==> src/rtl/psoa_sigmoid_pipe.sv <==
// psoa_sigmoid_pipe: three-stage streaming sigmoid evaluator.
//   f(a) = C0 + C1*a - C2*a^2 on |x| in [0, SAT_INT), saturating above,
//   with odd symmetry f(-x) = 1 - f(x). valid/ready handshake with full
//   backpressure: a stalled output freezes every stage.
// Optional build macro PSOA_TANH_EN adds a per-sample `mode` input that
// selects tanh(x) = 2*sigmoid(2x) - 1 instead of sigmoid(x).
module psoa_sigmoid_pipe #(
  parameter int IN_W    = 16,
  parameter int OUT_W   = 16,
  parameter int FRAC    = 10,
  parameter int C0      = 515,
  parameter int C1      = 265,
  parameter int C2      = 36,
  parameter int SAT_INT = 4
) (
  input  logic                   clk,
  input  logic                   rst,
  input  logic                   in_valid,
  output logic                   in_ready,
  input  logic signed [IN_W-1:0] x,
  output logic                   out_valid,
  input  logic                   out_ready,
  output logic [OUT_W-1:0]       f_x
`ifdef PSOA_TANH_EN
  ,
  input  logic                   mode
`endif
);

  localparam int MW = 2*IN_W + 8;
  localparam int ONE = 1 << FRAC;
  localparam logic [IN_W-1:0] SAT_TH = IN_W'(SAT_INT << FRAC);
  localparam logic signed [IN_W-1:0] S_MAX = {1'b0, {(IN_W-1){1'b1}}};
  localparam logic signed [IN_W-1:0] S_MIN = {1'b1, {(IN_W-1){1'b0}}};
  localparam logic [MW-1:0] C0_W = MW'(C0);
  localparam logic [MW-1:0] C1_W = MW'(C1);
  localparam logic [MW-1:0] C2_W = MW'(C2);
  localparam logic signed [MW-1:0] ONE_S = MW'(ONE);

  // 2*v saturated to the signed IN_W range (tanh argument scaling).
  function automatic logic signed [IN_W-1:0] dbl_sat(input logic signed [IN_W-1:0] v);
    if (v[IN_W-1] != v[IN_W-2]) return v[IN_W-1] ? S_MIN : S_MAX;
    return {v[IN_W-2:0], 1'b0};
  endfunction

  // |v| with the most negative code folded onto the largest positive one.
  function automatic logic [IN_W-1:0] abs_sat(input logic signed [IN_W-1:0] v);
    if (v == S_MIN) return S_MAX;
    if (v[IN_W-1])  return IN_W'(-v);
    return v;
  endfunction

  // Saturate/clamp to [0, ONE], mirror for negative inputs, optional tanh remap.
  function automatic logic [OUT_W-1:0] finish(input logic signed [MW-1:0] y,
                                              input logic sat, input logic neg,
                                              input logic md);
    logic signed [MW-1:0] yc;
    logic signed [MW-1:0] f;
    if (sat)             yc = ONE_S;
    else if (y < 0)      yc = '0;
    else if (y > ONE_S)  yc = ONE_S;
    else                 yc = y;
    f = neg ? (ONE_S - yc) : yc;
    if (md) f = (f <<< 1) - ONE_S;
    return OUT_W'(f);
  endfunction

  logic stall, en;
  logic vld_p0, vld_p1, vld_p2;
  logic neg_p0, sat_p0, neg_p1, sat_p1;
  logic [IN_W-1:0] a_p0;
  logic signed [MW-1:0] y_p1;
  logic [OUT_W-1:0] f_p2;
  logic signed [IN_W-1:0] x_eff;
  logic [IN_W-1:0] a_c;
  logic [MW-1:0] a_w, t1_c, t2_c;
  logic signed [MW-1:0] y_c;
  logic md_p1;

  assign stall     = vld_p2 & ~out_ready;
  assign en        = ~stall;
  assign in_ready  = ~stall;
  assign out_valid = vld_p2;
  assign f_x       = f_p2;

`ifdef PSOA_TANH_EN
  logic md_p0, md_p1_r;
  assign x_eff = mode ? dbl_sat(x) : x;
  assign md_p1 = md_p1_r;
`else
  assign x_eff = x;
  assign md_p1 = 1'b0;
`endif

  assign a_c = abs_sat(x_eff);

  // ---- stage 1 -> 2 boundary: sign, magnitude, saturation flag ----
  // Stage 1 data registers; no reset needed, qualified by vld_p0.
  always_ff @(posedge clk) begin
    if (en) begin
      a_p0   <= a_c;
      neg_p0 <= x_eff[IN_W-1];
      sat_p0 <= (a_c >= SAT_TH);
`ifdef PSOA_TANH_EN
      md_p0  <= mode;
`endif
    end
  end

  // Full-precision polynomial; MW is wide enough that nothing truncates.
  assign a_w  = MW'(a_p0);
  assign t2_c = (C2_W * a_w * a_w) >> (2*FRAC);
  assign t1_c = (C1_W * a_w) >> FRAC;
  assign y_c  = $signed(C0_W + t1_c - t2_c);

  // ---- stage 2 -> 3 boundary: raw polynomial value ----
  // Stage 2 data registers; no reset needed, qualified by vld_p1.
  always_ff @(posedge clk) begin
    if (en) begin
      y_p1    <= y_c;
      neg_p1  <= neg_p0;
      sat_p1  <= sat_p0;
`ifdef PSOA_TANH_EN
      md_p1_r <= md_p0;
`endif
    end
  end

  // ---- stage 3 / output boundary ----
  // Valid bits and the visible result; f_x must read zero while in reset.
  always_ff @(posedge clk or posedge rst) begin
    if (rst) begin
      vld_p0 <= 1'b0;
      vld_p1 <= 1'b0;
      vld_p2 <= 1'b0;
      f_p2   <= '0;
    end else if (en) begin
      vld_p0 <= in_valid;
      vld_p1 <= vld_p0;
      vld_p2 <= vld_p1;
      f_p2   <= finish(y_p1, sat_p1, neg_p1, md_p1);
    end
  end

endmodule

==> config.mk <==
export PLATFORM = sky130hd
export DESIGN_NAME = psoa_sigmoid_pipe
export DESIGN_NICKNAME = d
export VERILOG_FILES = /design/src/rtl/psoa_sigmoid_pipe.sv
export SDC_FILE = /design/constraint.sdc
export NUM_CORES = 1
export LEC_CHECK = 0
export ABC_AREA = 0
export CORE_AREA = 2 2 216 218
export DETAILED_ROUTE_END_ITERATION = 10
export DIE_AREA = 0 0 218 220
export HOLD_SLACK_MARGIN = 0.03
export PLACE_DENSITY = 0.55
export SYNTH_ARGS = -nofsm -noshare
export SYNTH_HDL_FRONTEND = slang
export SYNTH_SLANG_ARGS = --single-unit
==> constraint.sdc <==
create_clock -name clk -period 17.8 [get_ports clk]
set_clock_uncertainty 0.05 [all_clocks]
set_input_delay 1.78 -clock clk [delete_from_list [all_inputs] [get_ports clk]]
set_output_delay 1.78 -clock clk [all_outputs]
set_load 0.005 [all_outputs]
* Word level (Yosys, flattened, before mapping)
Cells that the tools add are included.
** Storage, ports and cells
- Register bits after elaboration :: 58
- Input bits :: 20
- Output and inout bits :: 18
- Logic and storage cells :: 36
** Operators by class
- $add $sub $neg :: 4
- $mul :: 3
- Order comparisons :: 3
- Eq/ne operators :: 1
- Multiplexer cells :: 12
- Bitwise gates (word level) :: 3
** Operator list (number)
- 16-bit 2-to-1 mux :: 9
- 20-bit by 16-bit multiplier with 36-bit output :: 1
- 9-bit by 16-bit multiplier with 25-bit output (first input constant) :: 1
- 4-bit by 16-bit multiplier with 20-bit output (first input constant) :: 1
- 19-bit by 12-bit > comparator with 1-bit output (second input constant) :: 1
- 19-bit by 1-bit less-than comparator with 1-bit output (second input constant) :: 1
- 16-bit by 18-bit subtractor with 19-bit output :: 1
- 10-bit by 15-bit adder with 16-bit output (first input constant) :: 1
- 16-bit == test (second input constant) :: 1
- 16-bit by 13-bit >= comparator with 1-bit output (second input constant) :: 1
- 16-bit negation :: 1
- 12-bit by 16-bit subtractor with 16-bit output (first input constant) :: 1
- 1-bit 2-to-1 mux :: 3
- 1-bit NOT :: 2
- 1-bit AND :: 1

* Depth between registers and ports, before layout
- Word-level depth :: 7
- Depth in mapped cells :: 44
- Gate-level depth less buffers :: 43

* Least setup slack after synthesis
Ideal clock, no wire load.
- Kind :: flip-flop to flip-flop
- From :: reg a_p0[0]
- To :: reg y_p1[16] (data pin)
- Library setup time :: 258 ps
- Data arrival time :: 10496 ps
- Required time :: 17492 ps
- Path slack :: 6996 ps
- Stages on the path, launching flop included :: 41
- Buffers on the path :: 1
- Clock period less this slack :: 10804 ps
- Path through :: edfxtp_1 ha_1 ha_1 fa_1 a31oi_1 o21bai_1 a21oi_1 o21bai_2 a211oi_4 nor2_2 o21a_1 o31ai_1 ha_1 clkbuf_1 nand2b_1 fa_1 fa_1 inv_1 [... 5 more ...] inv_1 ha_1 a21o_1 a21oi_1 nor2b_1 a311oi_2 o21ai_0 a211o_1 o311ai_0 ha_1 ha_1 and4_1 a2111o_1 a21oi_1 o21bai_1 a41o_1 o41a_1 xor2_1
** Between the ends
- Cells in the longest elaborated chain, start to end :: 3
- Elaborated cells on any way between the ends :: 5
- Those cells by class :: add/sub (2); mul (3)
** Ends and longest elaborated chain
- from (decl) :: line 71 : logic [IN_W-1:0] a_p0;
- from (signal assigned) :: line 101 : a_p0 <= a_c;
- 4-bit by 16-bit multiplier with 20-bit output or 9-bit by 16-bit multiplier with 25-bit output (tied branches) :: line 112, 113
- 20-bit by 16-bit multiplier with 36-bit output or 10-bit by 15-bit adder with 16-bit output (tied branches) :: line 112, 114
- 16-bit by 18-bit subtractor with 19-bit output (*) :: line 114 : assign y_c = $signed(C0_W + t1_c - t2_c);
- named net y_c[16] :: line 77 : logic signed [MW-1:0] y_c;
- to (signal assigned) :: line 120 : y_p1 <= y_c;
- to (decl) :: line 72 : logic signed [MW-1:0] y_p1;
The timed path passes the listed nets; every way through them passes the cells marked *.
A chain may end at the register's enable or synchronous reset.

* Final worst setup path
- From :: reg a_p0[6]
- To :: reg y_p1[16] (data pin)
Same word-level chain as after synthesis.

==> results.yml <==
worst_setup_path:
  critical-path-top-cell-by-count: "sky130_fd_sc_hd__fa_1"
  timing_worst_setup_path_type: "reg2reg"
  cp_top_family: "adder cells"
  reg2reg_to: "y_p1[16]$_DFFE_PN_"
  worst_stage_delay_on_the_critical_path_ns: 1.04
  regToRegSetupSlack_ns: 4.87
  setup.worst_path.end_class: "register"
  critical-path-slowest-cell: "sky130_fd_sc_hd__edfxtp_1"
  timing.critical_path.arrival_ns: 12.95
  timing.critical_path.from_type: "register"
  rr_startpoint: "a_p0[6]$_DFFE_PN_"
  cp.buffers_inverters: 3
  r2r.worst_path.cells: 38
  crit_fanout: 27
  critPathRequiredTime_ns: 17.83
clocking:
  ctsResizeCount: 0
  clkLatencyLatePin_ns: 0.32
  tritoncts: "built"
  worst_setup_hold_path_clk_slew_ns: 0.05
  cts-buffers-inserted: 9
  clk_root_buffer_cell: "sky130_fd_sc_hd__clkbuf_16"
  cts-root-to-sink-buffers: 2
  sink_count: 58
  postCtsHoldBufs: 0
  post-cts-setup-buffers: 0
  cts.htree.levels: 3
synthesis:
  yosysSeqAreaShare_pct: 10.4
  post_synth_instance_area_um2: 15900
  synth-edff-count: 39
  synthesis.nets: 2292
  ys_async_sr_fraction_pct: 32.8
  synth_seq_cells: 58
  ys_types: 70
  mapped_cells: 1803
  ys_warn_count: 0
  synth_flop_cell: "sky130_fd_sc_hd__edfxtp_1"
  synth_area_per_cell_um2: 8.80
sta:
  setup_violations: 0
  final.setup.tns_ns: 0
  rsz0062_at_grt: "false"
  final_min_period_over_clock_period_pct: 72.6
  fmax_mhz: 77.4
  drv_slew: 0
  tightest_slew_ns: 1.23
  post-route-min-period_ns: 12.93
  final_number_of_hold_violating_endpoints: 0
  slew-limit-headroom_pct: 17.7
placed_design:
  detailedPlacementHpwl_mm: 31.4
  portBuffers: 37
  place.gp.congestion: 0.843
finish:
  multiInputGateArea_um2: 12600
  area.growth.synth_to_final_pct: 8.50
  largest_register_ffs: 19
  fraction_of_layout_cells_with_a_size_suffix_above_1_pct: 3.55
  nFillCells: 4716
  seqCellArea_um2: 1650
  layout_common_cells: "sky130_fd_sc_hd__inv_1 (355), sky130_fd_sc_hd__fa_1 (257), sky130_fd_sc_hd__nand2_1 (227)"
  mostFrequentLayoutCell: "sky130_fd_sc_hd__inv_1"
  register_ranked_first_by_flip_flop_count: "y_p1"
  n_antenna_cell: 0
  fin_nets: 2287
worst_hold_path:
  beginning_of_the_worst_hold_path: "neg_p0$_DFFE_PN_"
  timing.hold.worst.class: "reg2reg"
  min_path_cells: 0
  holdPathEnd: "neg_p1$_DFFE_PN_"
floorplan:
  core.rowCount: 79
  initial_core_util_pct: 34.6
  floorplan.io_pins: 38
  die-area_um2: 48000
  die_h_um: 220
  fp.dieW_um: 218
  core-area_um2: 45900
global_route:
  grt_first_pass_wirelength_mm: 67.1
  global_route.usage.total_pct: 17.7
  initial_antenna_violation_count: 0
  via_count_of_the_first_global_routing_pass: 12600
  grt_remaining_overflow: 0
  grt_max_degree: 54
route:
  vias: 12000
  drt_first_iter_violations: 617
  post-route-drc-count: 0
  routed_via_density: 5.00
  totalWireLength_mm: 40.2
  drt-pass1-iter-count: 5
  routedWlPerCell_um: 16.7
  final_antenna_net_count: 0
run:
  timing.max_cap.violations: 0
status:
  status: "completed"
per-stage QoR:
stage / std cells / worst slack (ns) / hold slack (ns) / cell area, um^2 / util (%)
floorplan: 1803 / 7.00 / 0.350 / 15900 / -
global placement: 2394 / 5.34 / 0.360 / 16900 / 36.9
detailed placement: 2394 / 5.02 / 0.365 / 16900 / 36.9
CTS: 2410 / 5.02 / 0.370 / 17200 / 37.5
global route: 2410 / 4.17 / 0.377 / 17200 / 37.5
finish: 2410 / 4.87 / 0.369 / 17200 / 37.5
area by class of cell:
type / instances / share of cell area, %
Timing Repair Buffer: 65 / 3.37
Sequential cell: 58 / 9.57
Clock inverter: 7 / 0.487
Multi-Input combinational cell: 1304 / 73.0
Inverter: 360 / 7.85
Clock buffer: 9 / 1.31
Tap cell: 607 / 4.41
routing by layer:
metal	vias up	part of all wire (%)	GRT usage [%]
met5	-	0	0
met4	0	1.8	3.61
met3	42	3.4	1.50
met2	243	48	30.2
met1	6052	47	24.4
li1	5707	-	-
cell usage after synthesis (all sizes together), types with 38 or more instances:
library cell	count	area share, %
a21oi	38	1.2
nor3	43	1.4
nand2b	40	1.6
edfxtp	39	7.4
and2	66	2.6
nand3	40	1.3
ha	212	17
nand2	228	5.4
inv	356	8.4
nor2	81	1.9
clkbuf	69	1.6
fa	257	32
worst max path at each step:
stage / start / to / slack (ns) / depth (start not counted)
after floorplan: a_p0[0]$_DFFE_PN_ / y_p1[16]$_DFFE_PN_ / 7.00 / 40
after global placement: a_p0[6]$_DFFE_PN_ / y_p1[16]$_DFFE_PN_ / 5.34 / 39
after detailed placement: a_p0[6]$_DFFE_PN_ / y_p1[16]$_DFFE_PN_ / 5.02 / 38
after CTS: a_p0[6]$_DFFE_PN_ / y_p1[16]$_DFFE_PN_ / 5.02 / 38
after global routing: a_p0[6]$_DFFE_PN_ / y_p1[16]$_DFFE_PN_ / 4.17 / 38
final: a_p0[6]$_DFFE_PN_ / y_p1[16]$_DFFE_PN_ / 4.87 / 38
kinds of logic after synthesis:
kind of cell	synth area share, %
AND/OR/NAND/NOR	18.0
adder cells (fa/ha/maj)	49.2
buffers and inverters	10.6
AO/OA/AOI/OAI	8.22
XOR/XNOR	3.70
flip-flops	10.4
Power is not shown: default switching activity piles up to over one toggle a cycle in this logic, so the estimate is an artifact.
